## src/rtl/pb_intc_if.sv

```systemverilog
// pb_intc_if: PicoBlaze port bus (port_id/out_port/in_port strobes) plus interrupt handshake
interface pb_intc_if;
  logic [7:0] port_id;
  logic [7:0] data_in;
  logic [7:0] data_out;
  logic       read_strobe;
  logic       write_strobe;
  logic       interrupt_ack;
  logic       interrupt;
  modport master (
    output port_id, data_in, read_strobe, write_strobe, interrupt_ack,
    input  data_out, interrupt
  );
  modport slave (
    input  port_id, data_in, read_strobe, write_strobe, interrupt_ack,
    output data_out, interrupt
  );
endinterface

```

## src/rtl/pb_intc.sv

```systemverilog
// pb_intc: PicoBlaze interrupt controller, up to 8 sources onto one CPU interrupt with EOI hold-off.
// Define PB_INTC_ROUND_ROBIN_EN for rotating priority; default is fixed lowest-index priority.
module pb_intc #(
  parameter logic [7:0] BASE_ADDRESS = 8'h80,
  parameter int         NUM_SOURCES  = 8
) (
  input  logic       clk,
  input  logic       reset,
  input  logic [7:0] irq_in,
  pb_intc_if.slave   bus
);
  localparam logic [7:0] MASK = 8'((9'd1 << NUM_SOURCES) - 9'd1);
  typedef enum logic [1:0] {IDLE, ASSERT, SERVICE} state_t;
  state_t     state, state_d;
  logic [7:0] pending, pend_d, enable, edge_sel, irq_prev;
  logic [7:0] eligible, rise, w1c, chg, rd_d, off;
  logic [2:0] id, win;
  logic [3:0] first;
  logic       hit, wr, eoi, found, busy;
  logic       unused;
  assign unused   = bus.read_strobe;
  assign off      = bus.port_id - BASE_ADDRESS;
  assign hit      = off < 8'd5;
  assign wr       = bus.write_strobe && hit;
  assign eoi      = wr && off == 8'd4;
  assign busy     = state != IDLE;
  assign eligible = pending & enable;
  assign bus.interrupt = state == ASSERT;
`ifdef PB_INTC_ROUND_ROBIN_EN
  logic [2:0] last_id;
  assign first = {1'b0, last_id} + 4'd1;
  always_ff @(posedge clk) begin
    if (reset) last_id <= 3'(NUM_SOURCES - 1);
    else if (state == SERVICE && eoi) last_id <= id;
  end
`else
  assign first = 4'd0;
`endif
  // Scan NUM_SOURCES slots starting at first, wrapping; first hit wins
  always_comb begin
    win   = '0;
    found = 1'b0;
    for (int k = 0; k < NUM_SOURCES; k++) begin
      if (!found && eligible[3'((int'(first) + k) % NUM_SOURCES)]) begin
        win   = 3'((int'(first) + k) % NUM_SOURCES);
        found = 1'b1;
      end
    end
  end
  // Edge bits: set beats W1C; level bits track irq_in; an EDGE_SEL change wipes the changed bits
  always_comb begin
    rise   = irq_in & ~irq_prev;
    w1c    = (wr && off == 8'd0) ? bus.data_in : 8'h00;
    chg    = (wr && off == 8'd2) ? (bus.data_in ^ edge_sel) : 8'h00;
    pend_d = ((edge_sel & ((pending & ~w1c) | rise)) | (~edge_sel & irq_in)) & MASK & ~chg;
  end
  always_comb begin
    rd_d = !hit         ? 8'h00 :
           off == 8'd0  ? pending :
           off == 8'd1  ? enable :
           off == 8'd2  ? edge_sel :
           off == 8'd3  ? {busy, 4'b0, id} : 8'h00;
  end
  always_comb begin
    state_d = state;
    case (state)
      IDLE:    state_d = |eligible ? ASSERT : IDLE;
      ASSERT:  state_d = bus.interrupt_ack ? SERVICE : ASSERT;
      SERVICE: state_d = eoi ? IDLE : SERVICE;
      default: state_d = IDLE;
    endcase
  end
  always_ff @(posedge clk) begin
    if (reset) state <= IDLE;
    else state <= state_d;
  end
  always_ff @(posedge clk) begin
    if (reset) begin
      pending      <= '0;
      enable       <= '0;
      edge_sel     <= '0;
      irq_prev     <= '0;
      id           <= '0;
      bus.data_out <= '0;
    end else begin
      irq_prev     <= irq_in & MASK;
      pending      <= pend_d;
      bus.data_out <= rd_d;
      if (wr && off == 8'd1) enable <= bus.data_in & MASK;
      if (wr && off == 8'd2) edge_sel <= bus.data_in & MASK;
      if (state == IDLE && |eligible) id <= win;
    end
  end
endmodule

```

## src/flat_wrapper.sv

```systemverilog
// flat-port wrapper written by rule: the top's interface ports become plain ports
module pb_intc_flat 
#(
  parameter logic [7:0] BASE_ADDRESS = 8'h80,
  parameter int         NUM_SOURCES  = 8
)
  (clk, reset, irq_in, bus_port_id, bus_data_in, bus_read_strobe, bus_write_strobe, bus_interrupt_ack, bus_data_out, bus_interrupt);
  pb_intc_if bus_i ();
  input  logic clk;
  input  logic reset;
  input  logic [7:0] irq_in;
  input wire logic [$bits(bus_i.port_id)-1:0] bus_port_id;
  input wire logic [$bits(bus_i.data_in)-1:0] bus_data_in;
  input wire logic [$bits(bus_i.read_strobe)-1:0] bus_read_strobe;
  input wire logic [$bits(bus_i.write_strobe)-1:0] bus_write_strobe;
  input wire logic [$bits(bus_i.interrupt_ack)-1:0] bus_interrupt_ack;
  output wire logic [$bits(bus_i.data_out)-1:0] bus_data_out;
  output wire logic [$bits(bus_i.interrupt)-1:0] bus_interrupt;
  assign bus_i.port_id = bus_port_id;
  assign bus_i.data_in = bus_data_in;
  assign bus_i.read_strobe = bus_read_strobe;
  assign bus_i.write_strobe = bus_write_strobe;
  assign bus_i.interrupt_ack = bus_interrupt_ack;
  assign bus_data_out = bus_i.data_out;
  assign bus_interrupt = bus_i.interrupt;
  pb_intc #(.BASE_ADDRESS(BASE_ADDRESS), .NUM_SOURCES(NUM_SOURCES)) u_core (.clk(clk), .reset(reset), .irq_in(irq_in), .bus(bus_i));
endmodule
```

## config.mk

```make
export PLATFORM = sky130hd
export DESIGN_NAME = pb_intc_flat
export DESIGN_NICKNAME = d
export VERILOG_FILES = /design/src/rtl/pb_intc_if.sv /design/src/rtl/pb_intc.sv /design/src/flat_wrapper.sv
export SDC_FILE = /design/constraint.sdc
export NUM_CORES = 1
export LEC_CHECK = 0
export ABC_AREA = 1
export BUFFER_PORTS_ARGS = -buffer_cell sky130_fd_sc_hd__buf_4
export CAP_MARGIN = 20
export CORE_UTILIZATION = 50
export CTS_CLUSTER_DIAMETER = 50
export CTS_CLUSTER_SIZE = 25
export DETAILED_ROUTE_END_ITERATION = 10
export PLACE_DENSITY = 0.75
export REMOVE_ABC_BUFFERS = 1
export SLEW_MARGIN = 20
export SYNTH_ARGS = -nofsm -noshare
export SYNTH_HDL_FRONTEND = slang
export SYNTH_SLANG_ARGS = --single-unit
```

## constraint.sdc

```tcl
create_clock -name clk -period 1.1 [get_ports clk]
set_input_delay 0.11 -clock clk [delete_from_list [all_inputs] [get_ports clk]]
set_output_delay 0.11 -clock clk [all_outputs]
set_load 0.02 [all_outputs]
```

# Yosys cells after proc, flatten, opt, wreduce, memory -nomap -nowiden
# Index checks and enable logic that the tools add are counted.
# totals
regBits	45
elab_cells	62
out_inout_bits	9
# classes
magnitude_cmp	1
eq_ne	6
bitwise_logic	14
add_sub_neg	1
mux	16
n_reduce_logical	17
# ops
op	count
bitwise AND 8 bit	6
2-to-1 mux 8 bit	6
NOT 8 bit	4
equality test 8 x 2 -> 1 bit (second input constant)	2
bitwise OR 8 bit	2
logical AND 1 bit	9
equality test 8 x 1 -> 1 bit (second input constant)	1
equality test 8 x 3 -> 1 bit (second input constant)	1
logical NOT 8 bit	1
less-than comparator 8 x 3 -> 1 bit (second input constant)	1
OR reduction 8 bit	1
subtractor 8 bit (second input constant)	1
bitwise XOR 8 bit	1
2-to-1 mux 3 bit	2
one-hot mux 2 bit (3 select lines)	1
2-to-1 mux 1 bit	5
2-to-1 mux 2 bit	2
logical NOT 1 bit	3
equality test 2 x 1 -> 1 bit (second input constant)	1
equality test 2 bit (second input constant)	1
logical NOT 2 bit	1
nonzero test 2 bit	1
OR reduction 2 bit	1
NOT 1 bit	1

# Longest topological paths before layout
# Gate-level depths: netlist of run 1.
# depth
word_depth	11
mapped_depth	8

# Worst setup path after synthesis of run 1
# No wires, ideal clock.
# synth_timing
kind	input -> register
startpoint	input port bus_port_id[7]
endpoint	register u_core.pending[3]
t_arrival_ns	1.019
cell_stages	8
path_slack_ns	-0.035
n_path_buf	1
setup_time_ns	0.116
path_cell_list	inv_1 -> nor2_2 -> nand3_1 -> nor3_4 -> buf_4 -> nand3_1 -> nand2_1 -> a21oi_1
# synth_via
elab_chain_cells	11
word_cells_on_any_way	16
classes_between	1 x add/sub; 1 x order compare; 1 x eq/ne; 2 x mux; 7 x bitwise; 4 x reduce/logical
# synth_rtl
item	line_no	source
from (decl)	flat_wrapper.sv:12	input wire logic [$bits(bus_i.port_id)-1:0] bus_port_id;
subtractor 8 bit (*)	pb_intc.sv:22	assign off = bus.port_id - BASE_ADDRESS;
less-than comparator 8 x 3 -> 1 bit	pb_intc.sv:23	assign hit = off < 8'd5;
logical AND 1 bit	pb_intc.sv:24	assign wr = bus.write_strobe && hit;
logical AND 1 bit	pb_intc.sv:53	w1c = (wr && off == 8'd0) ? bus.data_in : 8'h00;
2-to-1 mux 8 bit	pb_intc.sv:53	
NOT 8 bit	pb_intc.sv:55	pend_d = ((edge_sel & ((pending & ~w1c) | rise)) | (~edge_sel & irq_in)) & MASK & ~chg;
bitwise AND 8 bit	pb_intc.sv:55	
bitwise OR 8 bit	pb_intc.sv:55	
bitwise AND 8 bit	pb_intc.sv:55	
bitwise OR 8 bit	pb_intc.sv:55	
bitwise AND 8 bit (*)	pb_intc.sv:55	
to (signal assigned)	pb_intc.sv:87	pending <= pend_d;
to (decl)	pb_intc.sv:15	logic [7:0] pending, pend_d, enable, edge_sel, irq_prev;
# Mark *: on every way between the ends. The rest lies on a longest branch, timed or not.
# A chain may end at the register's enable or synchronous reset.

# Final worst setup path of run 1
# layout_timing
startpoint	register u_core.enable[3]
endpoint	register u_core.id[0]
# layout_via
elab_chain_cells	3
word_cells_on_any_way	5
classes_between	1 x mux; 1 x bitwise; 3 x reduce/logical
# layout_rtl
item	line_no	source
from (decl)	pb_intc.sv:15	
from (signal assigned)	pb_intc.sv:89	if (wr && off == 8'd1) enable <= bus.data_in & MASK;
bitwise AND 8 bit (*)	pb_intc.sv:27	assign eligible = pending & enable;
OR reduction 8 bit or logical AND 1 bit (tied branches)	pb_intc.sv:91, pb_intc.sv:44	
logical AND 1 bit or 2-to-1 mux 3 bit (tied branches)	pb_intc.sv:91, pb_intc.sv:44	
to (signal assigned)	pb_intc.sv:91	if (state == IDLE && |eligible) id <= win;
to (decl)	pb_intc.sv:17	logic [2:0] id, win;
# Marks and branches as above.

==> results of run 1 <==
==> through the flow <==
| step | std cells | hold slack [ps] | TNS (ps) | instance area (µm²) |
|---|---|---|---|---|
| 3_5_place_dp | 420 | 327 | -5960 | 2650 |
| 6_report | 427 | 19.4 | 0 | 2800 |
| 4_1_cts | 427 | 18.2 | 0 | 2750 |
| 3_3_place_gp | 420 | 320 | -5520 | 2650 |
| 2_1_floorplan | 304 | 179 | -11120 | 2080 |
| 5_1_grt | 427 | 25.6 | -62.0 | 2800 |
==> what timing repair did <==
action	4_1_cts	5_1_grt
gates resized for setup	2	15
endpoints found under the setup margin	2	13
pin swaps	0	6
cloned	0	0
endpoints found under the hold margin	0	0
==> area by class of cell <==
class / instances / area share [%]
multi-input combinational: 226 / 39.6
inverter: 34 / 4.57
clock buffer: 7 / 3.45
timing repair buffer: 66 / 18.4
sequential: 44 / 31.7
tap: 50 / 2.24
==> power by group <==
part           internal, mW  leakage (nW)  switching [mW]
registers              1.62         0.361          0.0144
clock network         0.559        0.0503           0.522
logic                 0.133         0.858           0.136
==> layer usage <==
metal,part of all wire (%),wire [µm],vias to the layer above
li1,-,-,1127
met4,1.3,69,0
met5,0,0,-
met2,48,2590,71
met1,44,2380,1000
met3,7.0,382,8
==> cell families (layout without fill, tap and decap cells) <==
| kind of cell | count (synthesis) | count (layout) | share of synthesized area (%) |
|---|---|---|---|
| AOI/OAI and AO/OA | 39 | 39 | 9.55 |
| xor gates and xnor gates | 8 | 8 | 3.28 |
| buffers and inverters | 42 | 107 | 8.49 |
| DFF | 44 | 44 | 41.2 |
| and+or+nand+nor | 179 | 179 | 37.4 |
==> cells in the final DEF, fill, tap and decap left out, types with 7 or more instances in the layout <==
cell type / count
nor2_2: 7
buf_4: 63
nand2_1: 98
xor2_1: 8
nand3_1: 40
a21oi_1: 30
dfxtp_1: 39
inv_1: 33
clkbuf_8: 7
nor2_1: 15
==> critical path, cell delays in order (launching register included) <==
cell and delay, ps:
dfxtp_2 330, nand2_2 90, nand3_2 80, nor2_2 130
nand3_2 100, nand2_2 110, nand2_1 60, a21oi_1 110
==> flip-flops by register name (all words and copies together), names as in the netlist <==
| signal | count |
|---|---|
| u_core.bus.data_out | 8 |
| u_core.edge_sel | 8 |
| u_core.id | 2 |
| u_core.pending | 8 |
| u_core.irq_prev | 8 |
| u_core.state | 2 |
| u_core.enable | 8 |
==> final timing paths <==
kind | start | to | slack, ps | cells after the start
max | u_core.enable[3] | u_core.id[0] | 30 | 7
min | irq_in[0] | u_core.irq_prev[0] | 20 | 3
max reg2reg | u_core.enable[3] | u_core.id[0] | 30 | 7
min reg2reg | u_core.id[1] | u_core.id[1] | 470 | 2
==> implementation parameters, run 1 <==
Parameter                              Value

Run status
  Result of the run    finished clean

Critical path
  Required time at the endpoint of the critical path    1330 ps
  Crit path kind    flip-flop to flip-flop
  Data arrival at the endpoint of the critical path    1300 ps
  Critical Path Start Type    flip-flop
  CP max FO    3
  Kind of end point of the critical path    flip-flop

STA
  Final critical-path share of the clock period    97.1%
  Min cycle time layout    1070 ps
  Worst slew margin relative to its limit    76.6%
  Transition time at the pin with the least slew margin    351 ps
  Number of endpoints failing setup at the final stage    0
  Highest clock frequency the design can meet    936 MHz
  Max-slew violations    0
  Final worst setup slack    31.7 ps
  RSZ-0062 raised after global routing    true
  Number of failing hold endpoints at the final stage    0
  Clk_skew    2.30 ps

Synth
  Top cells by area, synth    dfxtp_1 41%, nand2_1 18%, nand3_1 9.8%
  Post-Synthesis Cells    312
  Library cell with the largest summed area after synthesis    dfxtp_1
  Synth top cells by count    102 x nand2_1, 44 x dfxtp_1, 42 x nand3_1
  Cell with the most instances after synthesis    nand2_1
  Library cells used by synthesis    24
  Asr flop ratio synth    0%
  YS warnings    0
  Flip-flop and latch count after synthesis    44
  Main flop type after synthesis    dfxtp_1
  Netlist area before placement    2140 µm²
  Register area share after synthesis    41.2%
  Area fraction of the dominant cell type after synthesis    41.2%
  Mapped Avg Cell Area    6.85 µm²
  Number of synthesized flops with an enable pin    0

Floorplan
  Die ar.    4540 µm²
  Floorplan Core Area    4060 µm²
  Floorplan die height    67.4 µm
  Placement row count    23
  Initial Utilization    52.6%
  Horizontal extent of the die    67.4 µm
  I/O Pins    38

Placement
  Minimum setup slack after placement    -223 ps
  Dpl hpwl    3890 µm
  Placer congestion estimate    0.905
  Port Buf Inserts    36

Route
  Violation count after the first detailed-routing iteration    135
  Vias per std cell    5.17
  DRT antenna net count    0
  Remaining DRCs    0
  Routed wire per std cell    12.7 µm
  Vias post-DR    2206
  Total wire length    5420 µm
  TritonRoute pass-1 iters    5

Global route
  Antenna violations before repair    0
  Total gr overflow    0
  Met1 Usage GRT    33.5%
  Global-route total usage across every layer    26.2%
  Most Crowded Layer GR    met2
  First-pass GRT wire length    8740 µm
  Largest net degree at the start of global routing    24
  Met3 Use GR    3.72%
  Global routing usage on met2    44.0%
  Number of global-route vias before repair    1990

Layout
  Total area of multi-input combinational cells    1110 µm²
  Layout cell share with drive strength beyond 1    26.3%
  Number of filler instances in the final layout    351
  Number of nets in the layout    406
  FF/Latch Area    887 µm²
  Antenna cell count    0
  Area added between synthesis and finish    30.9%
  End-of-flow core utilization    68.9%

CTS
  Number of buffers added by the clock tree synthesis step    5
  Setup fix buffers added after clock tree synthesis    0
  CTS HTree Levels    2
  Number of hold buffers added after cts    0
  Maximum buffer depth of the clock tree    2
  TritonCTS sink count    44
  CTS root buffer    clkbuf_8
  Clock tree from TritonCTS    yes
  CTS clk-pin slew, worst paths    80 ps
  Worst-Skew Late Latency    300 ps

Pwr
  Pleak    1.27 nW
  Total power per unit cell area    1070 nW/µm²
  PnR Total Power    2.99 mW
  Largest vdd supply drop    0.939 mV

Run
  Max_cap viols    0

Hold path
  Hold WC Path Type    primary input to flip-flop
(Power assumes the default switching activity.)
==> run 2: changes to the inputs <==
Settings changed: RECOVER_POWER from default to 50.
==> run 2 against run 1 <==
Against the previous run: global-route usage unchanged; wire length about the same; non-clock buffer count unchanged; core utilization down 1.1 points; first-iteration DRC count up 21%; worst setup slack better by 2.1 ps; sequential share of layout area up 0.52 points; sequential power about the same; critical path type unchanged; critical endpoint unchanged; largest power group unchanged.
==> implementation parameters, run 2 (synthesis gave the netlist of run 1 again) <==
Parameter                              Value

Critical path
  Number of cells on the critical path    7
  R2R Path End    u_core.id[0]
  Critical Path Start    u_core.enable[3]
  Critical Path Start Type    flip-flop
  Critical path's top delay family    simple AND/OR/NAND/NOR gates
  Kind of end point of the critical path    flip-flop
  CP max FO    3
  Destination of the critical timing path    u_core.id[0]
  Register-to-register setup slack    30 ps
  Crit-path max cell delay    330 ps
  Data arrival at the endpoint of the critical path    1300 ps
  Required time at the endpoint of the critical path    1330 ps
  Crit path kind    flip-flop to flip-flop
  Count of buffering cells on the critical path with inverters included    0
  Critical-path cell list    nand2_2 > nand3_2 > nor2_2 > nand3_2 > nand2_2 > nand2_1 > a21oi_1
  R2r worst-path depth    7
  Highest-delay cell along the critical path    dfxtp_2
  R2r startpoint    u_core.enable[3]

Layout
  Layout cell share with drive strength beyond 1    23.9%
  Most frequent standard cell in the layout excluding fill and tap cells    nand2_1
  Leading cell types in the layout, fill and taps excluded    98 x nand2_1, 52 x buf_4, 40 x nand3_1
  Final non-filler cell area    2750 µm²
  End-of-flow core utilization    67.8%
  Antenna cell count    0
  Area added between synthesis and finish    28.8%
  Number of nets in the layout    406

Placement
  Placer congestion estimate    0.905
  Port Buf Inserts    36
  Dpl hpwl    3890 µm
  Minimum setup slack after placement    -223 ps
  Placed Area    2650 µm²

Floorplan
  Initial Utilization    52.6%
  Horizontal extent of the die    67.4 µm
  Die ar.    4540 µm²
  Floorplan Core Area    4060 µm²
  Placement row count    23
  I/O Pins    38
  Floorplan die height    67.4 µm

Global route
  Antenna violations before repair    0
  First-pass GRT wire length    8740 µm
  Total gr overflow    0
  Largest net degree at the start of global routing    24
  Global-route total usage across every layer    26.2%
  Number of global-route vias before repair    1990

CTS
  Number of hold buffers added after cts    0
  Maximum buffer depth of the clock tree    2
  CTS HTree Levels    2
  Setup fix buffers added after clock tree synthesis    0
  Worst-Skew Late Latency    290 ps
  Number of buffers added by the clock tree synthesis step    5
  CTS clk-pin slew, worst paths    80 ps
  Clock tree from TritonCTS    yes
  CTS root buffer    clkbuf_8
  TritonCTS sink count    44

STA
  Number of endpoints failing setup at the final stage    0
  RSZ-0062 raised after global routing    true
  Worst slew margin relative to its limit    77.8%
  Number of failing hold endpoints at the final stage    0
  Setup tns final    0 ps
  Transition time at the pin with the least slew margin    332 ps
  Clk_skew    3.99 ps
  Final worst setup slack    33.8 ps
  Final critical-path share of the clock period    96.9%
  Highest clock frequency the design can meet    938 MHz
  Max-slew violations    0
  Min cycle time layout    1070 ps

Route
  TritonRoute pass-1 iters    4
  Vias per std cell    5.12
  Total wire length    5430 µm
  Remaining DRCs    0
  Routed wire per std cell    12.7 µm
  Vias post-DR    2185
  DRT antenna net count    0
  Violation count after the first detailed-routing iteration    164

Pwr
  PnR Total Power    2.99 mW
  Largest vdd supply drop    0.931 mV
  Pleak    1.22 nW
  Total power per unit cell area    1090 nW/µm²

Run status
  Result of the run    finished clean

Hold path
  Hold WC Path Type    primary input to flip-flop

Run
  Max_cap viols    0
## run 2: layout make-up
class,instances,area (µm²)
flip-flops and latches,44,887
well taps,50,62.6
inverters,34,128
clock buffers,7,96.3
multi-input cells,226,1100
repair buffers,66,477
fillers,363,1310
## run 2: how the worst min path moves through the flow
stage / from / end / depth (start not counted)
global route: irq_in[7] / u_core.irq_prev[7] / 3
finish: irq_in[0] / u_core.irq_prev[0] / 3
global placement: irq_in[4] / u_core.irq_prev[4] / 3
floorplan: reset / u_core.edge_sel[0] / 1
CTS: irq_in[0] / u_core.irq_prev[0] / 3
detailed placement: irq_in[7] / u_core.irq_prev[7] / 3
## run 2: worst min-delay path: stages
cell and delay [ps]:
buf_4 80, inv_1 30, nor2_1 60
## run 2: stage by stage
stage	instances	hold WS [ps]
after global placement	420	320
after CTS	427	18.2
final	427	20.7
after global routing	427	25.6
after detailed placement	420	327
after floorplan	304	179
## run 2: power breakdown
group,internal (mW),switching (mW),total (mW)
logic,0.132,0.134,0.266
registers,1.62,0.0146,1.64
clock network,0.559,0.525,1.08
## run 2: timing repair
action,in CTS,in global routing
gates resized for setup,2,15
pin swaps,0,6
setup endpoints to repair,2,13
## run 2: layer usage
layer  vias to the layer above  global-route usage, %  share of wire [%]
li1                       1123                      -                  -
met1                       990                   33.5                 45
met2                        60                   44.0                 47
met3                        12                   3.72                5.0
met4                         0                   10.4                2.1
met5                         -                      0                  0
